File: config.mk
export PLATFORM = sky130hd
export DESIGN_NAME = alu_operand_loader
export DESIGN_NICKNAME = d
export VERILOG_FILES = /design/src/rtl/alu_pkg.sv /design/src/rtl/alu_operand_loader.sv
export SDC_FILE = /design/constraint.sdc
export NUM_CORES = 1
export LEC_CHECK = 0
export ABC_AREA = 1
export CAP_MARGIN = 20
export CORE_MARGIN = 10
export CORE_UTILIZATION = 49
export CTS_CLUSTER_DIAMETER = 60
export CTS_CLUSTER_SIZE = 30
export DETAILED_ROUTE_END_ITERATION = 8
export PLACE_DENSITY = 0.84
export SYNTH_ARGS = -nofsm -noshare
export SYNTH_HDL_FRONTEND = slang
export SYNTH_SLANG_ARGS = --single-unit
File: constraint.sdc
create_clock -name clk -period 2.7 [get_ports clk]
set_input_delay 0.81 -clock clk [delete_from_list [all_inputs] [get_ports clk]]
set_output_delay 0.81 -clock clk [all_outputs]
set_load 0.02 [all_outputs]
File: src/rtl/alu_pkg.sv
// rtl/alu_pkg.sv - shared FSM encoding, default widths and opcodes for the ALU front end
package alu_pkg;

    localparam int ALU_WIDTH = 8;
    localparam int ALU_OPW   = 3;

    typedef enum logic [1:0] {
        S_OP    = 2'd0,
        S_A     = 2'd1,
        S_B     = 2'd2,
        S_ISSUE = 2'd3
    } loader_state_t;

    // Opcode values are passed through untouched; the ALU owns their meaning.
    localparam logic [ALU_OPW-1:0] OP_ADD = 3'd0;
    localparam logic [ALU_OPW-1:0] OP_SUB = 3'd1;
    localparam logic [ALU_OPW-1:0] OP_AND = 3'd2;
    localparam logic [ALU_OPW-1:0] OP_OR  = 3'd3;
    localparam logic [ALU_OPW-1:0] OP_XOR = 3'd4;
    localparam logic [ALU_OPW-1:0] OP_SHL = 3'd5;
    localparam logic [ALU_OPW-1:0] OP_SHR = 3'd6;
    localparam logic [ALU_OPW-1:0] OP_PASS = 3'd7;

endpackage

File: src/rtl/alu_operand_loader.sv
// rtl/alu_operand_loader.sv - serial opcode/A/B word stream to parallel ALU bundle
module alu_operand_loader
    import alu_pkg::*;
#(
    parameter int WIDTH = ALU_WIDTH,
    parameter int OPW   = ALU_OPW
) (
    input  logic             clk,
    input  logic             rst_n,
    input  logic             flush,
    input  logic [WIDTH-1:0] in_data,
    input  logic             in_valid,
    output logic             in_ready,
    output logic [OPW-1:0]   out_op,
    output logic [WIDTH-1:0] out_a,
    output logic [WIDTH-1:0] out_b,
    output logic             out_valid,
    input  logic             out_ready,
    output logic             busy,
    output logic [7:0]       txn_count
);

    loader_state_t    r_state;
    logic [OPW-1:0]   r_op;
    logic [WIDTH-1:0] r_a;
    logic [WIDTH-1:0] r_b;
    logic             r_out_valid;
    logic [7:0]       r_txn_count;
    logic             w_in_ready;
    logic             w_accept;

    assign w_in_ready = rst_n && (r_state != S_ISSUE);
    assign w_accept   = in_valid && w_in_ready;

    always_ff @(posedge clk) begin
        if (!rst_n) begin
            r_state     <= S_OP;
            r_op        <= '0;
            r_a         <= '0;
            r_b         <= '0;
            r_out_valid <= 1'b0;
            r_txn_count <= 8'd0;
        end else if (flush) begin
            // Abort wins over both handshakes; captured data is left as-is.
            r_state     <= S_OP;
            r_out_valid <= 1'b0;
        end else begin
            case (r_state)
                S_OP: begin
                    if (w_accept) begin
                        r_op    <= in_data[OPW-1:0];
                        r_state <= S_A;
                    end
                end
                S_A: begin
                    if (w_accept) begin
                        r_a     <= in_data;
                        r_state <= S_B;
                    end
                end
                S_B: begin
                    if (w_accept) begin
                        r_b         <= in_data;
                        r_state     <= S_ISSUE;
                        r_out_valid <= 1'b1;
                    end
                end
                S_ISSUE: begin
                    if (out_ready) begin
                        r_state     <= S_OP;
                        r_out_valid <= 1'b0;
                        r_txn_count <= r_txn_count + 8'd1;
                    end
                end
                default: begin
                    r_state     <= S_OP;
                    r_out_valid <= 1'b0;
                end
            endcase
        end
    end

    assign in_ready  = w_in_ready;
    assign out_op    = r_op;
    assign out_a     = r_a;
    assign out_b     = r_b;
    assign out_valid = r_out_valid;
    assign busy      = (r_state == S_A) || (r_state == S_B);
    assign txn_count = r_txn_count;

endmodule

### Word level (Yosys, flattened, before mapping)

Cells that the tools add are included.

| operators by class | value |
|---|---|
| add/subtract/negate cells | 1 |
| $mul | 0 |
| divide/modulo/power cells | 0 |
| magnitude comparators | 0 |
| eq/ne operators | 8 |
| shift-type cells | 0 |
| muxes and demuxes | 8 |
| bitwise logic cells | 2 |
| reductions and logical operators | 12 |

Operators with widths:

| cell | number |
|---|---|
| 3-bit AND reduction | 5 |
| 2-bit != test, second input constant | 5 |
| 8-bit by 1-bit adder with 8-bit output, second input constant | 1 |
| 2-bit 2-to-1 mux | 4 |
| 2-bit one-hot mux with 4 select lines | 1 |
| 2-bit == test, second input constant | 2 |
| 4-bit AND reduction | 1 |
| 2-bit by 1-bit == test with 1-bit output, second input constant | 1 |
| 1-bit logical AND | 2 |
| 2-bit zero test | 1 |
| 1-bit 2-to-1 mux | 2 |
| 1-bit inverter | 2 |
| 1-bit one-hot mux with 2 select lines | 1 |
| 2-bit nonzero test | 1 |
| 2-bit OR reduction | 1 |
| 1-bit logical OR | 1 |

| word-level totals | value |
|---|---|
| register bits after elaboration | 30 |
| bits in latches | 0 |
| bits in writable memories | 0 |
| bits in read-only memories | 0 |
| bits of input ports | 13 |
| output and inout port bits | 30 |
| logic and storage cells | 37 |
| memories | 0 |

### Logic depth before layout (Yosys ltp)

| depth | value |
|---|---|
| word-level depth | 5 |
| depth in mapped cells | 10 |
| gate-level depth less buffers | 9 |

### Least setup slack after synthesis

OpenSTA, ideal clock, no wires.

| timing path | value |
|---|---|
| path type | input-to-output |
| start point | input rst_n |
| end point | output in_ready |
| arrival | 1.464 ns |
| data required time | 1.890 ns |
| setup slack | 0.426 ns |
| stages on the path | 4 |
| path buffers | 2 |
| cells stage by stage | buf_6 -> inv_1 -> clkbuf_1 -> nor2_1 |

| on the way | value |
|---|---|
| word-level cells in the longest chain between the ends | 1 |

Ends and longest elaborated chain:

| element | RTL line | source |
|---|---|---|
| start, declared | alu_operand_loader.sv:9 | `input logic rst_n,` |
| 1-bit logical AND | alu_operand_loader.sv:32 | `assign w_in_ready = rst_n && (r_state != S_ISSUE);` |
| end, declared | alu_operand_loader.sv:13 | `output logic in_ready,` |

Every way passes these cells.

### Worst setup path in the final report

Ends and elaborated chain as after synthesis.

==> results_dict.tcl <==
set metrics [dict create \
    clk_pin_slew_worst_paths_ns 0.09 \
    grt_pass1_wl_mm 5.77 \
    grt_use_total 0.136 \
    ys_warn_count 0 \
    root_buffer "clkbuf_4" \
    final_cell_mix "41 x nand2_1, 41 x clkdlybuf4s50_1, 30 x dfxtp_1" \
    cts_htree_levels 2 \
    synthCells 182 \
    hold_buffers 0 \
    synth.avg_cell_area_um2 7.40 \
    met3_usage 0.0653 \
    drt_iter0_drc 64 \
    synth_cell_type_count 17 \
    hold_start "out_valid" \
    antenna_found_initial 0 \
    r2r_end "out_a[6]" \
    critical_path_class "primary input to primary output" \
    core_area_mm2 0.00254 \
    drt-total-wl_mm 3.40 \
    holdCritPathClass "flip-flop to flip-flop" \
    finalPower_uw 829 \
    drc 0 \
    worstSetupEndpointType "primary output" \
    portBuffers 42 \
    reg2reg_from "r_state[0]" \
    hold_depth 2 \
    overflow 0 \
    seq_area_frac_synth 0.446 \
    place_hpwl_mm 2.67 \
    netlist_area_mm2 0.00135 \
    drive_above_1_share 0.0658 \
    crit_path_start_kind "primary input" \
    setup_viol 0 \
    cpPeakStageDelay_ns 0.48 \
    place_congestion 0.825 \
    grt_pass1_vias 1260 \
    ir_worst_vdd_v 0.000477 \
    grt_max_degree 22 \
    cts_buffers 5 \
    fillCellCount 226 \
    synth_seq_cells 30 \
    clock_latency_ns 0.33 \
    initial_utilization 0.529 \
    maxCapViolations 0 \
    rsz0062_at_grt "no" \
    cts_sinks 30 \
    nNetsFinal 245 \
    whs_endpoint "out_valid" \
    syn_nets 200 \
    ios 43 \
    fp.dieArea_mm2 0.00525 \
    drtPass1Iterations 4 \
    die_h_um 72.4 \
    powerDensity_mw_per_mm2 452 \
    areaGrowthSynthToFinish_pct 36.2 \
    period_share 0.951 \
    fin_util 0.721 \
    reg2reg_setup_slack_ns 1.08 \
    worst_slew_pin_slew_ns 0.395 \
    path_cells "clkdlybuf4s50_1, inv_1, nor2_1, dlygate4sd2_1" \
    fp-row-count 18 \
    hold_viol 0 \
    num_vias 1355 \
    cp_slowest_cell "clkdlybuf4s50_1" \
    wire_per_inst_um 13.2 \
    num_antenna_cells 0 \
    arrival_ns 1.76 \
    clock_path_buffers 2 \
    grt-busiest-layer "met2" \
    crit_path_start "rst_n" \
    fmax_mhz 389 \
    p_leak_uw 0.000663 \
    detail-route-antenna-nets 0 \
    cts_tree "yes" \
    via_per_inst 5.25 \
    crit_path_max_fanout 2 \
    r2r_cells 7 \
    crit_required_ns 1.89 \
    worst_slew_margin_rel 0.737 \
    final.min_clock_period_ns 2.57 \
    slew_viol_final 0 \
    use_met1 0.143 \
    clock_skew_ns 0.00725 \
    grt_util_met2 0.217 \
    outcome "completed" \
    die_w_um 72.4 \
]
-- critical path, delay by kind of cell --
kind	cells	cell delay, ns
buffers and inverters	3	0.88
and+or+nand+nor	1	0.07
-- per-stage QoR --
stage / worst slack [ns] / area [µm²] / std cells / hold slack, ns / TNS, ns
after floorplan: 0.426 / 1350 / 182 / 0.517 / 0
final: 0.132 / 1840 / 258 / 0.453 / 0
after CTS: 0.118 / 1840 / 258 / 0.459 / 0
after global placement: -0.132 / 1780 / 250 / 0.432 / -0.132
after detailed placement: -0.148 / 1780 / 250 / 0.441 / -0.148
after global routing: 0.0843 / 1840 / 258 / 0.487 / 0
-- power by group --
part,leakage (µW),internal (µW),switching (µW)
registers,0.000242,448,3.49
logic,0.000386,45.2,58.5
clock network,0.0000353,126,148
total,0.000663,619,210
-- sequential cells by signal, summed over array words and instances (netlist names) --
register   cells
out_valid      1
r_state        2
txn_count      8
out_op         3
out_a          8
out_b          8
-- metal layers --
layer	up-vias	wire length, µm
met5	-	0
met4	0	77
met3	8	336
met2	54	1610
met1	606	1380
li1	687	-
-- repair_timing --
action	4_1_cts	5_1_grt
setup buffers	0	0
setup endpoints to repair	1	0
gates resized for setup	1	0
endpoints found under the hold margin	0	0
-- logic make-up after synthesis --
group	synth area share
fa+ha+maj	0.0464
simple gates	0.329
buf+inv	0.0826
flops	0.446
compound gates	0.0966
-- area by class of cell --
| class | count | area (µm²) | area share |
|---|---|---|---|
| Timing Repair Buffer | 45 | 442 | 0.241 |
| Sequential cell | 30 | 601 | 0.327 |
| Clock buffer | 7 | 55.1 | 0.0300 |
| Tap cell | 30 | 37.5 | 0.0204 |
| Clock inverter | 1 | 5.00 | 0.00273 |
| Inverter | 16 | 60.1 | 0.0327 |
| Multi-Input combinational cell | 129 | 636 | 0.346 |
-- synthesized netlist by cell type --
library cell  instances  area [µm²]
nand2_1              41         154
dfxtp_1              30         601
nand3_1              27         135
a21oi_1              22         110
nor2_1               21        78.8
inv_1                15        56.3
ha_1                  5        62.6
o21ai_0               4        20.0
buf_6                 3        33.8
nand4_1               3        18.8
buf_2                 2        10.0
clkbuf_1              2        7.51
nor2_4                2        22.5
nor3_1                2        10.0
inv_2                 1        3.75
nand3_4               1        17.5
or2_2                 1        6.26
-- how the worst max path moves through the flow --
stage / to / depth (start not counted)
floorplan: in_ready / 4
global placement: in_ready / 4
detailed placement: in_ready / 4
CTS: in_ready / 4
global route: in_ready / 4
finish: in_ready / 4
Note: power is estimated with default switching activity, not from simulation.
==> RTL change 1, RTL diff (same flow settings) <==
Register the output `txn_count` once more, cleared by the reset; this adds one clock of latency there. The other outputs are not delayed to match.
--- a/src/rtl/alu_operand_loader.sv
+++ b/src/rtl/alu_operand_loader.sv
@@ -87,5 +87,11 @@
     assign out_valid = r_out_valid;
     assign busy      = (r_state == S_A) || (r_state == S_B);
-    assign txn_count = r_txn_count;
+    always_ff @(posedge clk) begin
+        if (!rst_n) begin
+            txn_count <= '0;
+        end else begin
+            txn_count <= r_txn_count;
+        end
+    end
 
 endmodule
Function: changed (a bounded check fails within 10 cycles, from zero or initial values and one cycle with rst_n low).
==> RTL change 1 against the unedited design <==
Area after synthesis rose by 13%. Cell area increased by 12%. Fmax is 1.0% lower. Setup slack worse by 0.027 ns. Wire length is 2.8% higher. Sequential power up 26%. Count of clock-buffer cells in the layout stayed put. Power is 17% higher. Final cell count grew 14%. Sequential cell count up 8. Highest routed layer unchanged.
==> RTL change 1: results (changes against the unedited design) <==
- The reg-to-reg critical path endpoint is r_state[0].
- The cell leakage power is 0.8060 nW (+22%).
- The synthesized netlist net count came to 222 (+11%).
- The commonest cells after synthesis are sky130_fd_sc_hd__nand2_1, sky130_fd_sc_hd__dfxtp_1, sky130_fd_sc_hd__nand3_1, sky130_fd_sc_hd__a21oi_1.
- The total global routing track utilization came to 12.66% (-0.94 points).
- The weighted congestion at the end of routability-driven global placement is 0.8082 (-2.0%).
- The total half-perimeter wirelength after legalization and detailed placement is 2679 um (+0.28%).
- The final net count was 268 (+9.4%).
- The transition time at the pin with the least slew margin is 0.3838 ns (-0.01081 ns).
- The flow ran to the end, and the final reports show no timing, DRC or antenna violations.
- The area of placed instances is 1999 um^2 (+13%).
- The count of distinct cell types in the synthesized netlist is 19 (+2).
- The fraction of final layout cells with drive strength greater than 1 came to 6.773% (+0.19 points).
- The number of instances in the placed design is 287 (+15%).
- For hold timing, the worst endpoint is out_valid.
- The number of instances in the synthesized netlist is 204 (+12%).
- The number of DRC markers after the initial detailed-route iteration is 85 (+33%).
- The via count of the routed design is 1420 (+4.8%).
- The maximum resistive drop on vdd was 0.4240 mV (-11%).
- The sequential element share of the synthesized area was 49.75% (+5.2 points).
- The register-to-register setup slack is 1.22 ns (+0.14 ns).
- The die footprint is 5755 um^2 (+9.7%).
- The number of global-route vias before repair is 1323 (+5.0%).
- The first-pass GRT wire length was 5637 um (-2.3%).
- Grouping stages by cell kind, the critical path spends the most delay in buffers and inverters.
- In the post-synthesis netlist, the biggest area contributors are sky130_fd_sc_hd__dfxtp_1, sky130_fd_sc_hd__nand2_1, sky130_fd_sc_hd__nand3_1, sky130_fd_sc_hd__a21oi_1, sky130_fd_sc_hd__inv_1.
- The routed via count divided by cell count came to 4.814 (-8.3%).
- The clock skew is 0.001453 ns (-0.005795 ns).
-- RTL change 1: layer usage --
metal  share of wire (%)  vias up  track usage [%]
met5                   0        -                0
met4                 1.0        0            3.711
met1                  44      636            14.37
met3                  10        4            6.120
li1                    -      745                -
met2                  45       35            20.57
-- RTL change 1: through the flow --
stage               total power, W  setup slack (ns)  hold WS, ns
finish                   0.0009714            0.1052       0.4483
global route              0.001015           0.04870       0.4844
global placement         0.0006798           -0.1565       0.4380
CTS                      0.0009767           0.09628       0.4573
detailed placement       0.0006811           -0.1618       0.4378
floorplan                0.0006353            0.5476       0.4208
-- RTL change 1: how the worst max path moves through the flow --
stage          endpoint  depth (start not counted)   from  slack, ns
2_1_floorplan  in_ready                          3  rst_n       0.55
3_3_place_gp   in_ready                          4  rst_n      -0.16
6_report       in_ready                          4  rst_n       0.11
5_1_grt        in_ready                          4  rst_n       0.05
3_5_place_dp   in_ready                          4  rst_n      -0.16
4_1_cts        in_ready                          4  rst_n        0.1
-- RTL change 1: where the power goes --
part | leakage (nW) | internal (W) | switching [W]
Sequential | 0.306 | 0.000566 | 0.00000370
Combinational | 0.464 | 0.0000438 | 0.0000551
Clock | 0.0353 | 0.000126 | 0.000177
-- RTL change 1: final cells by class --
| class | count | area (um^2) |
|---|---|---|
| fill | 259 | 969.7 |
| sequential | 38 | 760.7 |
| multi-input combinational | 138 | 654.4 |
| timing repair buffer | 46 | 449.2 |
| inverter | 21 | 78.83 |
| clock buffer | 7 | 55.05 |
| tap | 44 | 55.05 |
| clock inverter | 1 | 5.005 |
-- RTL change 1: cells by family after synthesis --
group           after synthesis  synth area share (%)
compound gates               25                 8.183
simple gates                108                 30.52
fa+ha+maj                     5                 4.092
buf+inv                      28                 7.446
flops                        38                 49.75
==> RTL change 2, RTL diff (same flow settings) <==
Made on the original files. Set the package constant `ALU_WIDTH` to 12 (it was 8).
--- a/src/rtl/alu_pkg.sv
+++ b/src/rtl/alu_pkg.sv
@@ -2,5 +2,5 @@
 package alu_pkg;
 
-    localparam int ALU_WIDTH = 8;
+    localparam int ALU_WIDTH = 12;
     localparam int ALU_OPW   = 3;
 
Ports: changed (resized in_data, out_a and out_b); port bits go from 43 to 55. The function was not compared with the original's and may differ.
==> RTL change 2 against the unedited design <==
Final cell count is 21% higher. Via count grew 15%. Global-route usage shrank 0.27 points. Cell area is 21% higher. Sequential share of layout area increased by 1.6 points. Synthesized cell count grew 18%. Power increased by 18%. Register-to-register slack lost 0.08 ns. Largest power group unchanged. Setup slack got worse by 0.011 ns. Critical path depth did not move. Sequential cell count rose by 8. Wire length increased by 18%. Area after synthesis is 21% higher.
==> RTL change 2: results (changes against the unedited design) <==
- The via count of the routed design is 1560 (+15%).
- The flow ran to the end, and the final reports show no timing, DRC or antenna violations.
- The combined flip-flop and latch cell area is 760.7 um^2 (+27%).
- The synthesized netlist net count is 236 (+18%).
- Yosys attributes the largest share of cell area to sky130_fd_sc_hd__dfxtp_1, sky130_fd_sc_hd__nand2_1, sky130_fd_sc_hd__nand3_1, sky130_fd_sc_hd__a21oi_1, sky130_fd_sc_hd__nor2_1.
- The worst-case setup slack after placement came to -0.1583 ns (-0.009947 ns).
- The length of routed met2 wiring is 1740 um (+8.3%).
- The proportion of final cell area spent on non-clock buffers is 25.71% (+1.6 points).
- The number of global-route vias before repair is 1416 (+12%).
- The worst hold slack is 0.4647 ns (+0.01134 ns).
- The non-clock inverter total of the final layout came to 12 (-4).
- The area of placed instances was 2165 um^2 (+22%).
- The mean instance size in the synthesized netlist came to 7.636 um^2 (+3.1%).
- The register-to-register setup slack is 1.00 ns (-0.08 ns).
- The post-layout instance area is 2215 um^2 (+21%).
- The final net count is 290 (+18%).
- The average wire per cell in the routed design is 12.93 um (-1.8%).
- The met3 track demand over resource in global routing is 6.452% (-0.079 points).
- The total half-perimeter wirelength after legalization and detailed placement is 3016 um (+13%).
- The clock skew is 0.003665 ns (-0.003584 ns).
- The number of flip-flops and latches in the synthesized netlist came to 38 (+27%).
- The maximum resistive drop on vdd came to 0.3355 mV (-30%).
- The utilization after layout came to 70.80% (-1.3 points).
- The met3 layer wire length in the routed design came to 395 um (+18%).
- The worst max-slew margin expressed relative to the limit was 63.24% (-10 points).
- The minimum clock period after layout is 2.579 ns (+0.01107 ns).
- The count of distinct cell types in the synthesized netlist was 19 (+2).
- The sequential element share of the synthesized area is 46.55% (+2.0 points).
- The routing usage on met1 is 16.15% (+1.9 points).
- The net switching fraction of the power is 24.66% (-0.72 points).
- The count of filler cells inserted in the layout is 279 (+23%).
- The pin count of the biggest net entering global routing is 29 (+32%).
- The number of DRC markers after the initial detailed-route iteration came to 83 (+30%).
- The multi-input logic cell count came to 153 (+19%).
- The fraction of area in multi-input gates is 33.11% (-1.5 points).
- The final cell count without fillers came to 311 (+21%).
- The number of non-clock buffers in the layout is 58 (+29%).
- The total routed wire length on the met1 layer is 1844 um (+34%).
[RTL change 2: cell types whose count changed after synthesis, sizes merged, moves of 4 or more]
cell	unedited run	this run
nand2	41	50
a21oi	22	30
dfxtp	30	38
buf	5	11
inv	16	12
nand3	28	37
[RTL change 2: kinds of logic (layout without fill, tap and decap cells)]
family | count (synthesis) | in the layout | share of synthesized area (%)
AND/OR/NAND/NOR | 113 | 113 | 30.02
flip-flops | 38 | 38 | 46.55
AO/OA/AOI/OAI | 35 | 35 | 11.03
buffers and inverters | 23 | 76 | 8.576
adder cells (fa/ha/maj) | 5 | 5 | 3.828
[RTL change 2: power by group through the flow]
stage                      logic, W  registers, W  clock network (W)
after detailed placement   0.000117      0.000584                  0
after global routing       0.000128      0.000572           0.000327
after floorplan           0.0000631      0.000589                  0
after global placement     0.000116      0.000583                  0
final                      0.000116      0.000571           0.000290
after CTS                  0.000117      0.000571           0.000299
[RTL change 2: worst max-delay path: cells and delay by family]
family,cells,cell delay (ns)
buffers and inverters,3,0.87
and+or+nand+nor,1,0.08
